`src/rtl/uart_rx_fifo_pkg.sv`:
```
// Shared constants for the UART receive FIFO and its storage sub-module.
// Optional drop statistics are enabled by defining UART_RX_FIFO_STATS_EN.
package uart_rx_fifo_pkg;
   localparam int UART_DWIDTH        = 8;
   localparam int UART_RX_FIFO_DEPTH = 8;
   localparam int DROP_CNT_WIDTH     = 16;
endpackage

```
`src/rtl/uart_rx_fifo_mem.sv`:
```
// Register-array storage for the UART receive FIFO.
// Writes are synchronous and the read port is combinational, so the head entry is visible without delay.
module fifo_mem
   import uart_rx_fifo_pkg::*;
#(
   parameter int DWIDTH = UART_DWIDTH,
   parameter int DEPTH  = UART_RX_FIFO_DEPTH,
   localparam int AW    = $clog2(DEPTH)
) (
   input  logic              clk,
   input  logic              we_in,
   input  logic [AW-1:0]     waddr_in,
   input  logic [DWIDTH-1:0] wdata_in,
   input  logic [AW-1:0]     raddr_in,
   output logic [DWIDTH-1:0] rdata_out
);

   logic [DWIDTH-1:0] mem_q [DEPTH];

   always_ff @(posedge clk) begin
      if (we_in) begin
         mem_q[waddr_in] <= wdata_in;
      end
   end

   assign rdata_out = mem_q[raddr_in];

endmodule

```
`src/rtl/uart_rx_fifo.sv`:
```
// First-word-fall-through receive buffer between the UART receiver and the MMIO block.
// Define UART_RX_FIFO_STATS_EN to add a saturating dropped-byte counter (drop_count_out).
module uart_rx_fifo
   import uart_rx_fifo_pkg::*;
#(
   parameter int DWIDTH = UART_DWIDTH,
   parameter int DEPTH  = UART_RX_FIFO_DEPTH,
   localparam int AW    = $clog2(DEPTH)
) (
   input  logic                      clk,
   input  logic                      rst_n,
   input  logic [DWIDTH-1:0]         enq_data_in,
   input  logic                      enq_valid_in,
   output logic                      enq_ready_out,
   output logic [DWIDTH-1:0]         deq_data_out,
   output logic                      deq_valid_out,
   input  logic                      deq_ready_in,
   input  logic                      clear_in,
   output logic [AW:0]               count_out,
`ifdef UART_RX_FIFO_STATS_EN
   output logic [DROP_CNT_WIDTH-1:0] drop_count_out,
`endif
   output logic                      overflow_out
);

   localparam logic [AW:0] PTR_ONE = (AW+1)'(1);

   logic [AW:0] wr_ptr_q, wr_ptr_d;
   logic [AW:0] rd_ptr_q, rd_ptr_d;
   logic        overflow_q, overflow_d;
   logic        full, empty;
   logic        enq_fire, deq_fire, drop_event;

   assign empty = (wr_ptr_q == rd_ptr_q);
   assign full  = (wr_ptr_q[AW-1:0] == rd_ptr_q[AW-1:0]) && (wr_ptr_q[AW] != rd_ptr_q[AW]);

   // A full FIFO never accepts a byte, even when the head is popped this cycle.
   assign enq_fire   = enq_valid_in && !full && !clear_in;
   assign deq_fire   = deq_ready_in && !empty && !clear_in;
   assign drop_event = enq_valid_in && full && !clear_in;

   always_comb begin
      wr_ptr_d   = wr_ptr_q;
      rd_ptr_d   = rd_ptr_q;
      overflow_d = overflow_q;
      if (clear_in) begin
         wr_ptr_d   = '0;
         rd_ptr_d   = '0;
         overflow_d = 1'b0;
      end else begin
         if (enq_fire)   wr_ptr_d   = wr_ptr_q + PTR_ONE;
         if (deq_fire)   rd_ptr_d   = rd_ptr_q + PTR_ONE;
         if (drop_event) overflow_d = 1'b1;
      end
   end

   always_ff @(posedge clk or negedge rst_n) begin
      if (!rst_n) begin
         wr_ptr_q   <= '0;
         rd_ptr_q   <= '0;
         overflow_q <= 1'b0;
      end else begin
         wr_ptr_q   <= wr_ptr_d;
         rd_ptr_q   <= rd_ptr_d;
         overflow_q <= overflow_d;
      end
   end

   fifo_mem #(
      .DWIDTH (DWIDTH),
      .DEPTH  (DEPTH)
   ) u_mem (
      .clk       (clk),
      .we_in     (enq_fire),
      .waddr_in  (wr_ptr_q[AW-1:0]),
      .wdata_in  (enq_data_in),
      .raddr_in  (rd_ptr_q[AW-1:0]),
      .rdata_out (deq_data_out)
   );

   assign enq_ready_out = !full;
   assign deq_valid_out = !empty;
   assign count_out     = wr_ptr_q - rd_ptr_q;
   assign overflow_out  = overflow_q;

`ifdef UART_RX_FIFO_STATS_EN
   logic [DROP_CNT_WIDTH-1:0] drop_cnt_q, drop_cnt_d;

   always_comb begin
      drop_cnt_d = drop_cnt_q;
      if (clear_in) begin
         drop_cnt_d = '0;
      end else if (drop_event && (drop_cnt_q != '1)) begin
         drop_cnt_d = drop_cnt_q + DROP_CNT_WIDTH'(1);
      end
   end

   always_ff @(posedge clk or negedge rst_n) begin
      if (!rst_n) begin
         drop_cnt_q <= '0;
      end else begin
         drop_cnt_q <= drop_cnt_d;
      end
   end

   assign drop_count_out = drop_cnt_q;
`endif

endmodule
```
`config.mk`:
```
export PLATFORM = sky130hd
export DESIGN_NAME = uart_rx_fifo
export DESIGN_NICKNAME = d
export VERILOG_FILES = /design/src/rtl/uart_rx_fifo_pkg.sv /design/src/rtl/uart_rx_fifo_mem.sv /design/src/rtl/uart_rx_fifo.sv
export SDC_FILE = /design/constraint.sdc
export NUM_CORES = 1
export LEC_CHECK = 0
export BUFFER_PORTS_ARGS = -buffer_cell sky130_fd_sc_hd__buf_2
export CORE_MARGIN = 2
export CORE_UTILIZATION = 62
export CTS_BUF_LIST = sky130_fd_sc_hd__clkbuf_2 sky130_fd_sc_hd__clkbuf_4 sky130_fd_sc_hd__clkbuf_8
export CTS_CLUSTER_DIAMETER = 50
export DETAILED_ROUTE_END_ITERATION = 8
export PLACE_DENSITY = 0.92
export SYNTH_ARGS = -nofsm -noshare
export SYNTH_HDL_FRONTEND = slang
export SYNTH_SLANG_ARGS = --single-unit
```
`constraint.sdc`:
```
create_clock -name clk -period 5.8 [get_ports clk]
set_clock_uncertainty 0.1 [all_clocks]
set_input_delay 0.58 -clock clk [delete_from_list [all_inputs] [get_ports clk]]
set_output_delay 0.58 -clock clk [all_outputs]
set_load 0.02 [all_outputs]
```
## After elaboration in Yosys (flattened, before gate mapping)

Memories as Yosys holds them, arrays and structs flattened.
Cells that the tools add are included.

- Flip-flop bits (word level): 9
- Latch bits: 0
- Bits in writable memories: 64
- ROM bits: 0
- Word-level logic and storage cells: 31
- Memories: 1

Memories:

| name | depth | bits a word | rd ports | clocked after memory_dff | wr ports | RTL line | RTL |
|---|---|---|---|---|---|---|---|
| u_mem.mem_q | 8 | 8 | 1 | 0 | 1 | uart_rx_fifo_mem.sv:18 | `logic [DWIDTH-1:0] mem_q [DEPTH];` |

- $add $sub $neg: 3
- Multiply operators: 0
- Div/mod/pow operators: 0
- $lt $le $gt $ge: 0
- Eq/ne operators: 3
- Shifts and indexed selects: 0
- Mux-type cells: 8
- Bitwise gates (word level): 0
- Reduce and logical (&&, ||, !) cells: 13

Operator list:

| cell | count |
|---|---|
| 2-to-1 mux 4 bit | 4 |
| adder 4 x 1 -> 4 bit, second input constant | 2 |
| logical AND 1 bit | 7 |
| nonzero test 2 bit | 3 |
| == test 4 bit | 1 |
| 2-to-1 mux 1 bit | 4 |
| subtractor 4 bit | 1 |
| == test 3 bit | 1 |
| logical NOT 1 bit | 3 |
| != test 1 bit | 1 |

## Longest topological paths before layout

- Depth in word-level cells: 7
- Mapped depth: 8

## Modules after synthesis

From an unflattened synthesis, not the netlist that was laid out.

- Cell total of the unflattened synthesis: 167
- Area total of the unflattened synthesis: 3103.0 sq um

Modules (own cells, without submodules):

| module | times used | cells each | area each (sq um) |
|---|---|---|---|
| fifo_mem | 1 | 106 | 2531.2 |
| uart_rx_fifo | 1 | 61 | 571.8 |

## Worst setup path after synthesis

OpenSTA, ideal clock, no wires.

- Kind: register to register
- Start point: register rd_ptr_q[1]
- End point: memory u_mem.mem_q[1][0] in the netlist's numbering (enable)
- Setup time: 398 ps
- Arrival: 2420 ps
- Required time: 5302 ps
- Setup slack: 2883 ps
- Cell stages (with the launch flop): 8
- Path buffers: 2
- Clock period less this slack: 2917 ps
- Path through: dfrtp_1 > buf_2 > buf_2 > inv_1 > ha_1 > nand3_1 > o21ai_4 > nor4b_1

- Word-level cells in the longest chain between the ends: 7

RTL lines:

| item | RTL line | RTL |
|---|---|---|
| start, declared | uart_rx_fifo.sv:29 | `logic [AW:0] rd_ptr_q, rd_ptr_d;` |
| start signal, assigned | uart_rx_fifo.sv:64 | `rd_ptr_q <= rd_ptr_d;` |
| == test 3 bit | uart_rx_fifo.sv:35 | `assign full = (wr_ptr_q[AW-1:0] == rd_ptr_q[AW-1:0]) && (wr_ptr_q[AW] != rd_ptr_q[AW]);` |
| logical AND 1 bit | uart_rx_fifo.sv:35 |  |
| logical NOT 1 bit | uart_rx_fifo.sv:38 | `assign enq_fire = enq_valid_in && !full && !clear_in;` |
| logical AND 1 bit (2 in series) | uart_rx_fifo.sv:38 |  |
| 2-to-1 mux 1 bit | uart_rx_fifo_mem.sv:21 | `if (we_in) begin` |
| 2-to-1 mux 1 bit (implied by the code) | uart_rx_fifo_mem.sv:22 | `mem_q[waddr_in] <= wdata_in;` |
| end, declared | uart_rx_fifo_mem.sv:18 |  |

No other way between the ends.

## Worst setup path in the final report

- Start point: register rd_ptr_q[0]
- End point: memory u_mem.mem_q[7][2] in the netlist's numbering (enable)

The elaborated chain is that of the path after synthesis.

==> impl_metrics.toml <==
[global_route]
gr-total-overflow = 0
grt_max_degree = 22
grt_pass1_vias = 1667
antenna_found_initial = 0
grt_use_total_pct = 24.89
grt_pass1_wl_um = 9335

[worst_hold_path]
hold_path.class = "flip-flop to flip-flop"
hold_depth = 2
hold_end = "overflow_out"
hold_start = "overflow_out"

[finish]
final_cell_mix = "64 x edfxtp_1, 28 x nand2_1, 27 x buf_2"
layout.nets = 236
layout_commonest_cell = "edfxtp_1"
insertedDiodeCount = 0
area_growth_pct = 13.32
drive_above_1_share_pct = 29.73
final_util_pct = 73.00

[drt]
avgRoutedWirePerCell_um = 20.77
drt_iter0_drc = 165
drt_wl_total_um = 6003
drc = 0
dr.pass1.iters = 4
vias = 1755
avgViaCountPerCell = 6.073
drtAntennaViolNets = 0

[synth]
yosysTopAreaCellShare_pct = 62.75
synth_area_leader_cell = "edfxtp_1"
synth-edff-count = 64
synth_area_leaders = "edfxtp_1 63%, mux4_2 12%, dfrtp_1 7.4%"
ys.flop_type = "edfxtp_1"
synth-seq-area-share_pct = 70.10
syn-cell-area_um2 = 3063
ys_types = 31
synthCells = 181
synth_seq_cells = 73
avgSynthCellArea_um2 = 16.92
yosysWarnings = 0
syn_nets = 200
async_flop_share_pct = 12.33

[timing]
rsz0062_at_grt = "false"
hold_viol = 0
fmax_mhz = 309.2
maxSlewViolCount = 0
fin_setup_tns_ps = 0
tightestPinTransition_ps = 1121
setup-violations-final = 0
setup_slack_ps = 2565
finalCritPeriodShare_pct = 55.77
fin_crit_ps = 3235
slew-limit-headroom_pct = 25.29

[setup_path]
r2r_start = "rd_ptr_q[0]"
critPathRequiredTime_ps = 5650
r2r.worst_path.cells = 4
end_kind = "flip-flop"
startpoint_type = "flip-flop"
cp_max_fo = 20
reg2reg_setup_slack_ps = 2570
criticalPathCategory = "flip-flop to flip-flop"
r2r_end = "u_mem.mem_q[7][2]"
arrival_ps = 3080

[floorplan]
core_um2 = 4755
die_w_um = 74.29
die_area_um2 = 5518
row_count = 25
dieHeight_um = 74.29
ios = 28
initial_core_util_pct = 64.42

[clock_tree]
path_clk_slew_ps = 70
cts.root.buffer_cell = "clkbuf_8"
cts-resized-gates = 0
insertion_delay_ps = 330
cts_tree = "done"
ctsHtreeMaxLevel = 3
clock-sinks = 73
cts_buffers = 9
cts_buffer_depth = 2

[placed_design]
port_buffers = 27
dp_slack_ps = 2570
globalplace.congestion = 0.7885
hpwl_um = 4130

[power]
leakagePower_nw = 1.256
vdd_drop_max_uv = 170.2
seq_power_share_pct = 52.0
power_mw = 1.183
switching_share_pct = 26.05
switchingPower_mw = 0.3081
internal_power_mw = 0.8746
p_clk_share_pct = 30.7
p_comb_share_pct = 17.4
power.density_nw_per_um2 = 340.7

[flow_run]
drv_cap = 0

[status]
status = "finished clean"
## final cells by class
type	count	area, µm²
flip-flops and latches	73	2147
fillers	300	1284
multi-input cells	94	857.1
clock buffers	15	181.4
repair buffers	31	167.7
well taps	67	83.83
inverters	8	30.03
clock inverters	1	3.754
## how the worst max path moves through the flow
stage	start	to	slack, ps
2_1_floorplan	rd_ptr_q[1]	u_mem.mem_q[1][0]	2880
3_3_place_gp	rd_ptr_q[0]	u_mem.mem_q[5][2]	2770
3_5_place_dp	rd_ptr_q[0]	u_mem.mem_q[7][1]	2570
4_1_cts	rd_ptr_q[0]	u_mem.mem_q[7][1]	2520
5_1_grt	rd_ptr_q[0]	u_mem.mem_q[7][1]	2220
6_report	rd_ptr_q[0]	u_mem.mem_q[7][2]	2570
## state kept, by name (all words and copies together), names as in the netlist
signal        count
wr_ptr_q          4
u_mem.mem_q      64
overflow_out      1
rd_ptr_q          4
## power groups by stage
stage | Clock (mW) | Combinational [mW] | Sequential [mW]
after floorplan | 0 | 0.174 | 0.600
after detailed placement | 0 | 0.205 | 0.626
after global placement | 0 | 0.202 | 0.624
final | 0.363 | 0.205 | 0.614
after global routing | 0.386 | 0.224 | 0.619
after CTS | 0.367 | 0.207 | 0.616
## metrics by stage
| step | instances | hold WS [ps] | cell area [µm²] |
|---|---|---|---|
| finish | 289 | 437.0 | 3471 |
| global route | 289 | 454.6 | 3471 |
| CTS | 289 | 447.7 | 3471 |
| detailed placement | 272 | 341.8 | 3276 |
| global placement | 272 | 338.5 | 3276 |
| floorplan | 181 | 184.4 | 3063 |
## timing repair
item / CTS / global route
hold endpoints to repair: 9 / 0
buffers inserted: 0 / 0
hold buffers: 1 / 0
## cell families (layout without fill, tap and decap cells)
kind of cell	count (synthesis)	in the layout	share of synthesized area (%)
buffers and inverters	14	55	2.328
adders and majority gates	6	6	2.696
xor gates and xnor gates	10	10	3.105
DFF	73	73	70.10
muxes	18	18	12.42
AOI/OAI and AO/OA	9	9	2.124
and+or+nand+nor	51	51	7.230
## metal layers
metal	global-route usage, %	vias to the layer above	share of wire (%)
li1	-	760	-
met1	37.02	872	41
met2	34.72	117	47
met3	9.079	6	11
met4	9.127	0	1.0
met5	0	-	0
## critical path: stages (launching register included)
cell and delay, ps:
dfrtp_1 1090, ha_1 410, nand3_1 210, o21ai_4 150, nor3_1 880
## cells in the mapped netlist (2+ instances only)
cell type  number
nand4_1         2
xnor2_1         7
mux2i_1         2
nor2_1         10
dfrtp_1         9
o211ai_1        2
nor3_1          3
a21oi_1         3
nor4_1          4
inv_1           7
ha_1            5
mux4_2         16
nand2_1        28
xor2_1          2
buf_2           2
edfxtp_1       64
Note: power is estimated with default switching activity, not from simulation.
